===== src/rtl/mulu_ddr_pkg.sv =====
// mulu_ddr_pkg: output mode encodings and per-channel half-word index helper
package mulu_ddr_pkg;
  localparam logic [1:0] MODE_DDR  = 2'b00;
  localparam logic [1:0] MODE_SDR  = 2'b01;
  localparam logic [1:0] MODE_SWAP = 2'b10;
  localparam logic [1:0] MODE_HOLD = 2'b11;
  function automatic int half_lsb(input int c, input int w, input logic pos);
    return c * 2 * w + (pos ? w : 0);
  endfunction
endpackage


===== src/rtl/fifo_sync.sv =====
// fifo_sync: synchronous FIFO with wrap-bit pointers
// ports: clk, rst, push/wdata in, pop in, rdata = head (combinational), full, empty, level
module fifo_sync #(
  parameter int DW    = 14,
  parameter int DEPTH = 4
) (
  input  logic                         clk,
  input  logic                         rst,
  input  logic                         push,
  input  logic                         pop,
  input  logic [DW-1:0]                wdata,
  output logic [DW-1:0]                rdata,
  output logic                         full,
  output logic                         empty,
  output logic [$clog2(DEPTH+1)-1:0]   level
);
  localparam int AW = $clog2(DEPTH);
  logic [DW-1:0] mem [DEPTH];
  logic [AW:0] wr_ptr, rd_ptr;
  assign level = wr_ptr - rd_ptr;
  assign empty = wr_ptr == rd_ptr;
  // same slot, opposite lap
  assign full  = (wr_ptr ^ rd_ptr) == {1'b1, {AW{1'b0}}};
  assign rdata = mem[rd_ptr[AW-1:0]];
  always_ff @(posedge clk) begin
    if (rst) begin
      wr_ptr <= '0;
      rd_ptr <= '0;
    end else begin
      if (push) wr_ptr <= wr_ptr + 1'b1;
      if (pop) rd_ptr <= rd_ptr + 1'b1;
    end
  end
  always_ff @(posedge clk)
    if (push) mem[wr_ptr[AW-1:0]] <= wdata;
endmodule


===== src/rtl/mux_clk_edge_out_ser.sv =====
// mux_clk_edge_out_ser: FIFO-buffered DDR output serializer (pos half while clk high, neg half while low)
// ports: clk, rst, in_data/in_valid/in_ready, mode, idle_pat, out, out_valid, underrun (sticky), level
module mux_clk_edge_out_ser
  import mulu_ddr_pkg::*;
#(
  parameter int WIDTH    = 7,
  parameter int CHANNELS = 1,
  parameter int DEPTH    = 4
) (
  input  logic                          clk,
  input  logic                          rst,
  input  logic [CHANNELS*2*WIDTH-1:0]   in_data,
  input  logic                          in_valid,
  output logic                          in_ready,
  input  logic [1:0]                    mode,
  input  logic [WIDTH-1:0]              idle_pat,
  output logic [CHANNELS*WIDTH-1:0]     out,
  output logic                          out_valid,
  output logic                          underrun,
  output logic [$clog2(DEPTH+1)-1:0]    level
);
  localparam int DW = CHANNELS * 2 * WIDTH;
  logic [DW-1:0] head;
  logic full, empty, push, pop, pop_mode, armed;
  logic [CHANNELS*WIDTH-1:0] pos_q, neg_q, nxt_pos, nxt_neg;
  assign in_ready = !full;
  assign push     = in_valid && in_ready;
  assign pop_mode = mode != MODE_HOLD;
  assign pop      = pop_mode && !empty;
  fifo_sync #(.DW(DW), .DEPTH(DEPTH)) u_fifo (
    .clk   (clk),
    .rst   (rst),
    .push  (push),
    .pop   (pop),
    .wdata (in_data),
    .rdata (head),
    .full  (full),
    .empty (empty),
    .level (level)
  );
  // pos_q takes the neg half only in SWAP; neg_q takes the pos half in SDR and SWAP
  always_comb begin
    nxt_pos = '0;
    nxt_neg = '0;
    for (int c = 0; c < CHANNELS; c++) begin
      nxt_pos[c*WIDTH +: WIDTH] = empty ? idle_pat : head[half_lsb(c, WIDTH, mode != MODE_SWAP) +: WIDTH];
      nxt_neg[c*WIDTH +: WIDTH] = empty ? idle_pat : head[half_lsb(c, WIDTH, mode != MODE_DDR) +: WIDTH];
    end
  end
  always_ff @(posedge clk) begin
    if (rst) begin
      {pos_q, neg_q, out_valid, underrun, armed} <= '0;
    end else begin
      armed <= armed | push;
      if (pop_mode) begin
        pos_q     <= nxt_pos;
        neg_q     <= nxt_neg;
        out_valid <= !empty;
        underrun  <= underrun | (empty & armed);
      end
    end
  end
  assign out = clk ? pos_q : neg_q;
endmodule


===== config.mk =====
export PLATFORM = sky130hd
export DESIGN_NAME = mux_clk_edge_out_ser
export DESIGN_NICKNAME = d
export VERILOG_FILES = /design/src/rtl/mulu_ddr_pkg.sv /design/src/rtl/fifo_sync.sv /design/src/rtl/mux_clk_edge_out_ser.sv
export SDC_FILE = /design/constraint.sdc
export NUM_CORES = 1
export LEC_CHECK = 0
export CORE_UTILIZATION = 62
export CTS_CLUSTER_DIAMETER = 80
export DETAILED_ROUTE_END_ITERATION = 10
export DONT_BUFFER_PORTS = 1
export GPL_TIMING_DRIVEN = 0
export PLACE_DENSITY = 0.78
export SETUP_SLACK_MARGIN = 0.15
export SYNTH_ARGS = -nofsm -noshare
export SYNTH_HDL_FRONTEND = slang
export SYNTH_SLANG_ARGS = --single-unit
export TNS_END_PERCENT = 100

===== constraint.sdc =====
create_clock -name clk -period 2.66 [get_ports clk]
set_input_delay 0.532 -clock clk [delete_from_list [all_inputs] [get_ports clk]]
set_output_delay 0.532 -clock clk [all_outputs]
set_load 0.05 [all_outputs]

======== Word-level counts from Yosys, hierarchy flattened ========
Memory sizes are Yosys's and may differ from the RTL's. A register that Yosys moved wholly into a read port is not among the register bits.
Index checks and enable logic that the tools add are counted.
operators by class
  add/sub/neg operators ................... 3
  multiply operators ...................... 0
  div/mod/pow operators ................... 0
  magnitude comparators ................... 0
  equality and inequality tests ........... 4
  shifts and indexed selects .............. 2
  multiplexer cells ....................... 9
  bitwise operators ....................... 4
  reduce and logical (&&, ||, !) cells .... 5
operators with widths
  kind                                                           count
  14-bit by 4-bit indexed part select with 7-bit output          2
  7-bit 2-to-1 mux                                               3
  3-bit by 1-bit adder with 3-bit output, second input constant  2
  3-bit 2-to-1 mux                                               2
  2-bit 2-to-1 mux                                               2
  2-bit != test, second input constant                           2
  3-bit == test                                                  1
  3-bit == test, second input constant                           1
  3-bit subtractor                                               1
  3-bit bitwise XOR                                              1
  1-bit logical AND                                              2
  1-bit logical NOT                                              2
  1-bit 2-to-1 mux                                               2
  1-bit bitwise OR                                               2
  2-bit nonzero test                                             1
  1-bit AND                                                      1
storage, ports and cells
  register bits after elaboration ......... 23
  bits in latches ......................... 0
  memory bits (writable) .................. 56
  memory bits (read-only) ................. 0
  input bits .............................. 26
  memories kept ........................... 1
memory list
  name        depth  width  read ports  clocked after Yosys merged registers in  wr ports  line             RTL
  u_fifo.mem  4      14     1           1                                        1         fifo_sync.sv:18  logic [DW-1:0] mem [DEPTH];

======== Longest topological paths before layout ========
  depth in word-level cells ............... 6
  mapped depth ............................ 8
  mapped depth without buffers ............ 6

======== Cells and area by module ========
A second synthesis with hierarchy kept.
unflattened totals
  cell total of the unflattened synthesis .. 253
  area total of the unflattened synthesis .. 3628.5 µm²
modules (own cells, without submodules)
  module                instances  cells each  area an instance (µm²)
  fifo_sync             1          119         2496.1
  mux_clk_edge_out_ser  1          134         1132.3

==> flow_summary.json <==
{
  "clk_pin_slew_ns": 0.08,
  "p_leak_nw": 1.47,
  "drt_pass1_iterations": 4,
  "drtAntennaViolNets": 0,
  "drive_gt1_share_pct": 23.0,
  "cp_max_fo": 4,
  "via_per_inst": 6.01,
  "synth_top_flop_cell": "edfxtp_1",
  "synth_cells": 256,
  "relSlewSlack_pct": 60.0,
  "io_buffers": 0,
  "endpoint": "out[6]",
  "startpoint_type": "clock port",
  "rr_worst_depth": 6,
  "synth.largest_area_cell": "edfxtp_1",
  "worstSetupEndpointType": "output port",
  "cp_data_arrival_time_ns": 2.68,
  "r2r_slack_ns": 0.44,
  "cp_data_required_time_ns": 2.13,
  "path_delay_family": "buffers and inverters",
  "use_met1_pct": 29.7,
  "fp.dieH_um": 77.8,
  "drtIter0Drc": 110,
  "status": "finished with violations",
  "placed_area_sq_um": 3660,
  "synth_warnings": 0,
  "cp_num_cells": 10,
  "synth_edf_count": 56,
  "wire_per_inst_um": 18.7,
  "powerDensity_nw_per_um2": 1120,
  "overflow": 0,
  "die_x_um": 77.8,
  "rsz0062_at_grt": "yes",
  "finalHoldViolCount": 0,
  "crit_start": "clk",
  "final_area_sq_um": 4130,
  "fin_ws_ns": -0.555,
  "finalWeightedCongestion": 0.884,
  "r2r-end": "u_fifo.mem[1][8]$_DFFE_PP_",
  "path_buf_inv": 9,
  "grt_busiest_layer": "met2",
  "io_pins": 39,
  "async_reset_ff_share_pct": 0,
  "r2r-start": "u_fifo.wr_ptr[0]$_SDFFE_PP0P_",
  "track_usage_pct": 25.3,
  "clkLatencyLatePin_ns": 0.45,
  "syn_area_sq_um": 3570,
  "synth-seq-cells": 81,
  "worst_path_max_delay_cell": "mux2_4",
  "clock_skew_ns": 0.00747,
  "syn2layout_area_growth_pct": 15.9,
  "synth_cell_types": 43,
  "yosysTopAreaCellShare_pct": 47.2,
  "grt_pass1_wl_um": 10700,
  "grt_util_met3_pct": 10.4,
  "grtUsageMet2_pct": 36.3,
  "min_path_type": "in -> reg",
  "grt_max_degree": 15,
  "post_cts_buffers": 0,
  "max_stage_delay_ns": 0.38,
  "ir_drop_uv": 724,
  "setup_violations": 7,
  "syn-mean-instance-area_sq_um": 13.9,
  "path_cells": "buf_8 -> buf_8 -> buf_8 -> buf_8 -> buf_8 -> buf_8 -> buf_6 -> buf_8 -> buf_8 -> mux2_4",
  "die_area_sq_um": 6060,
  "path_class": "clk -> out",
  "cts_tree": "yes",
  "fillCellCount": 347,
  "vias": 2133,
  "diodes": 0,
  "worst_pin_slew_ns": 0.599,
  "violations": "setup timing",
  "start_util_pct": 64.4,
  "total_power_mw": 4.64,
  "cap_violations": 0,
  "drv_slew": 0,
  "core_sq_um": 5540,
  "hpwlAfterDp_um": 4440,
  "syn_nets": 290,
  "netlist_top_cells_area": "edfxtp_1, dfxtp_1, mux4_2",
  "rows": 27,
  "antenna_found_initial": 0,
  "crit_path_frequent_cell": "buf_8",
  "yosysSeqAreaShare_pct": 61.2,
  "drt-total-wl_um": 6650,
  "final_nets": 311,
  "drc_errors": 0,
  "grt_pass1_vias": 2249
}
==> Yosys cell counts (4+ instances only) <==
library cell  instances
edfxtp_1             56
dfxtp_1              25
nor2_1               15
nand2_1              12
o21ai_0              12
mux4_2               10
a31oi_1               9
clkbuf_1              9
o211ai_1              8
o21ai_1               8
a21boi_1              7
ha_1                  7
inv_1                 7
mux2_2                7
a21o_1                6
nand3_1               6
a21oi_1               4
and2_1                4
and3_1                4
mux4_1                4
xor2_1                4
==> metal layers <==
layer | vias to the layer above | part of all wire, %
met5 | - | 0
met4 | 0 | 2.4
met3 | 21 | 7.8
met2 | 91 | 47
met1 | 1003 | 43
li1 | 1018 | -
==> worst min-delay path by stage <==
stage | start | to | slack [ns] | cells past startpoint
finish | in_data[13] | u_fifo.mem[1][13]$_DFFE_PP_ | 0.18 | 0
global route | in_data[13] | u_fifo.mem[1][13]$_DFFE_PP_ | 0.15 | 0
CTS | in_data[13] | u_fifo.mem[1][13]$_DFFE_PP_ | 0.16 | 0
detailed placement | armed$_SDFF_PP0_ | armed$_SDFF_PP0_ | 0.46 | 2
global placement | armed$_SDFF_PP0_ | armed$_SDFF_PP0_ | 0.45 | 2
floorplan | armed$_SDFF_PP0_ | armed$_SDFF_PP0_ | 0.44 | 2
==> through the flow <==
step | setup TNS (ns) | utilization (%) | hold WS [ns] | worst slack (ns) | cells
global route | -3.98 | 74.6 | 0.153 | -0.571 | 355
global placement | 0 | 66.0 | 0.450 | 0.0666 | 328
CTS | -4.96 | 74.1 | 0.162 | -0.713 | 355
detailed placement | 0 | 66.0 | 0.465 | 0.00972 | 328
floorplan | 0 | - | 0.440 | 0.221 | 256
finish | -3.86 | 74.6 | 0.177 | -0.555 | 355
==> sequential cells by signal, indices dropped and copies added, names as in the netlist, named ones only <==
name and flops:
out_valid 1, u_fifo.mem 56, u_fifo.wr_ptr 3, pos_q 7, underrun 1, armed 1
u_fifo.rd_ptr 3, neg_q 7
==> where the power goes <==
| part | switching, mW | internal, mW | total (mW) |
|---|---|---|---|
| clock | 0.874 | 1.14 | 2.01 |
| combinational | 0.600 | 0.426 | 1.03 |
| sequential | 0.103 | 1.50 | 1.60 |
| total | 1.58 | 3.06 | 4.64 |
==> cell families after synthesis <==
group,synth area share (%)
AOI/OAI and AO/OA,12.4
xor gates and xnor gates,1.93
adders and majority gates,3.02
buffers and inverters,3.19
DFF,61.2
muxes,11.8
and+or+nand+nor,6.49
==> cell type report <==
cell class / count / area, sq um / area share [%]
Inverter: 7 / 26.3 / 0.636
Sequential cell: 81 / 2180 / 52.9
Clock inverter: 6 / 88.8 / 2.15
Multi-Input combinational cell: 153 / 1340 / 32.4
Clock buffer: 21 / 300 / 7.27
Buffer: 15 / 105 / 2.54
Tap cell: 72 / 90.1 / 2.18
==> placed cells by master (no fill, tap or decap), drive strengths merged <==
cell	instances
a211oi	1
a21boi	10
a21o	6
a21oi	4
a22o	1
a22oi	1
a311oi	1
a31oi	9
and2	5
and3	4
buf	16
bufinv	2
clkbuf	20
clkinv	1
clkinvlp	1
dfxtp	25
edfxtp	56
fa	1
ha	7
inv	9
mux2	7
mux2i	1
mux4	14
nand2	13
nand3	6
nor2	15
nor2b	2
nor3	4
o211ai	8
o21a	2
o21ai	20
o22ai	4
xnor2	3
xor2	4
==> what timing repair did <==
item | 4_1_cts | 5_1_grt
hold buffers | 0 | 0
endpoints found under the hold margin | 0 | 0
gates resized for setup | 18 | 17
endpoints found under the setup margin | 51 | 37
cloned | 0 | 0
pin swaps | 1 | 1
No activity file was read; power rests on OpenSTA's default activity.
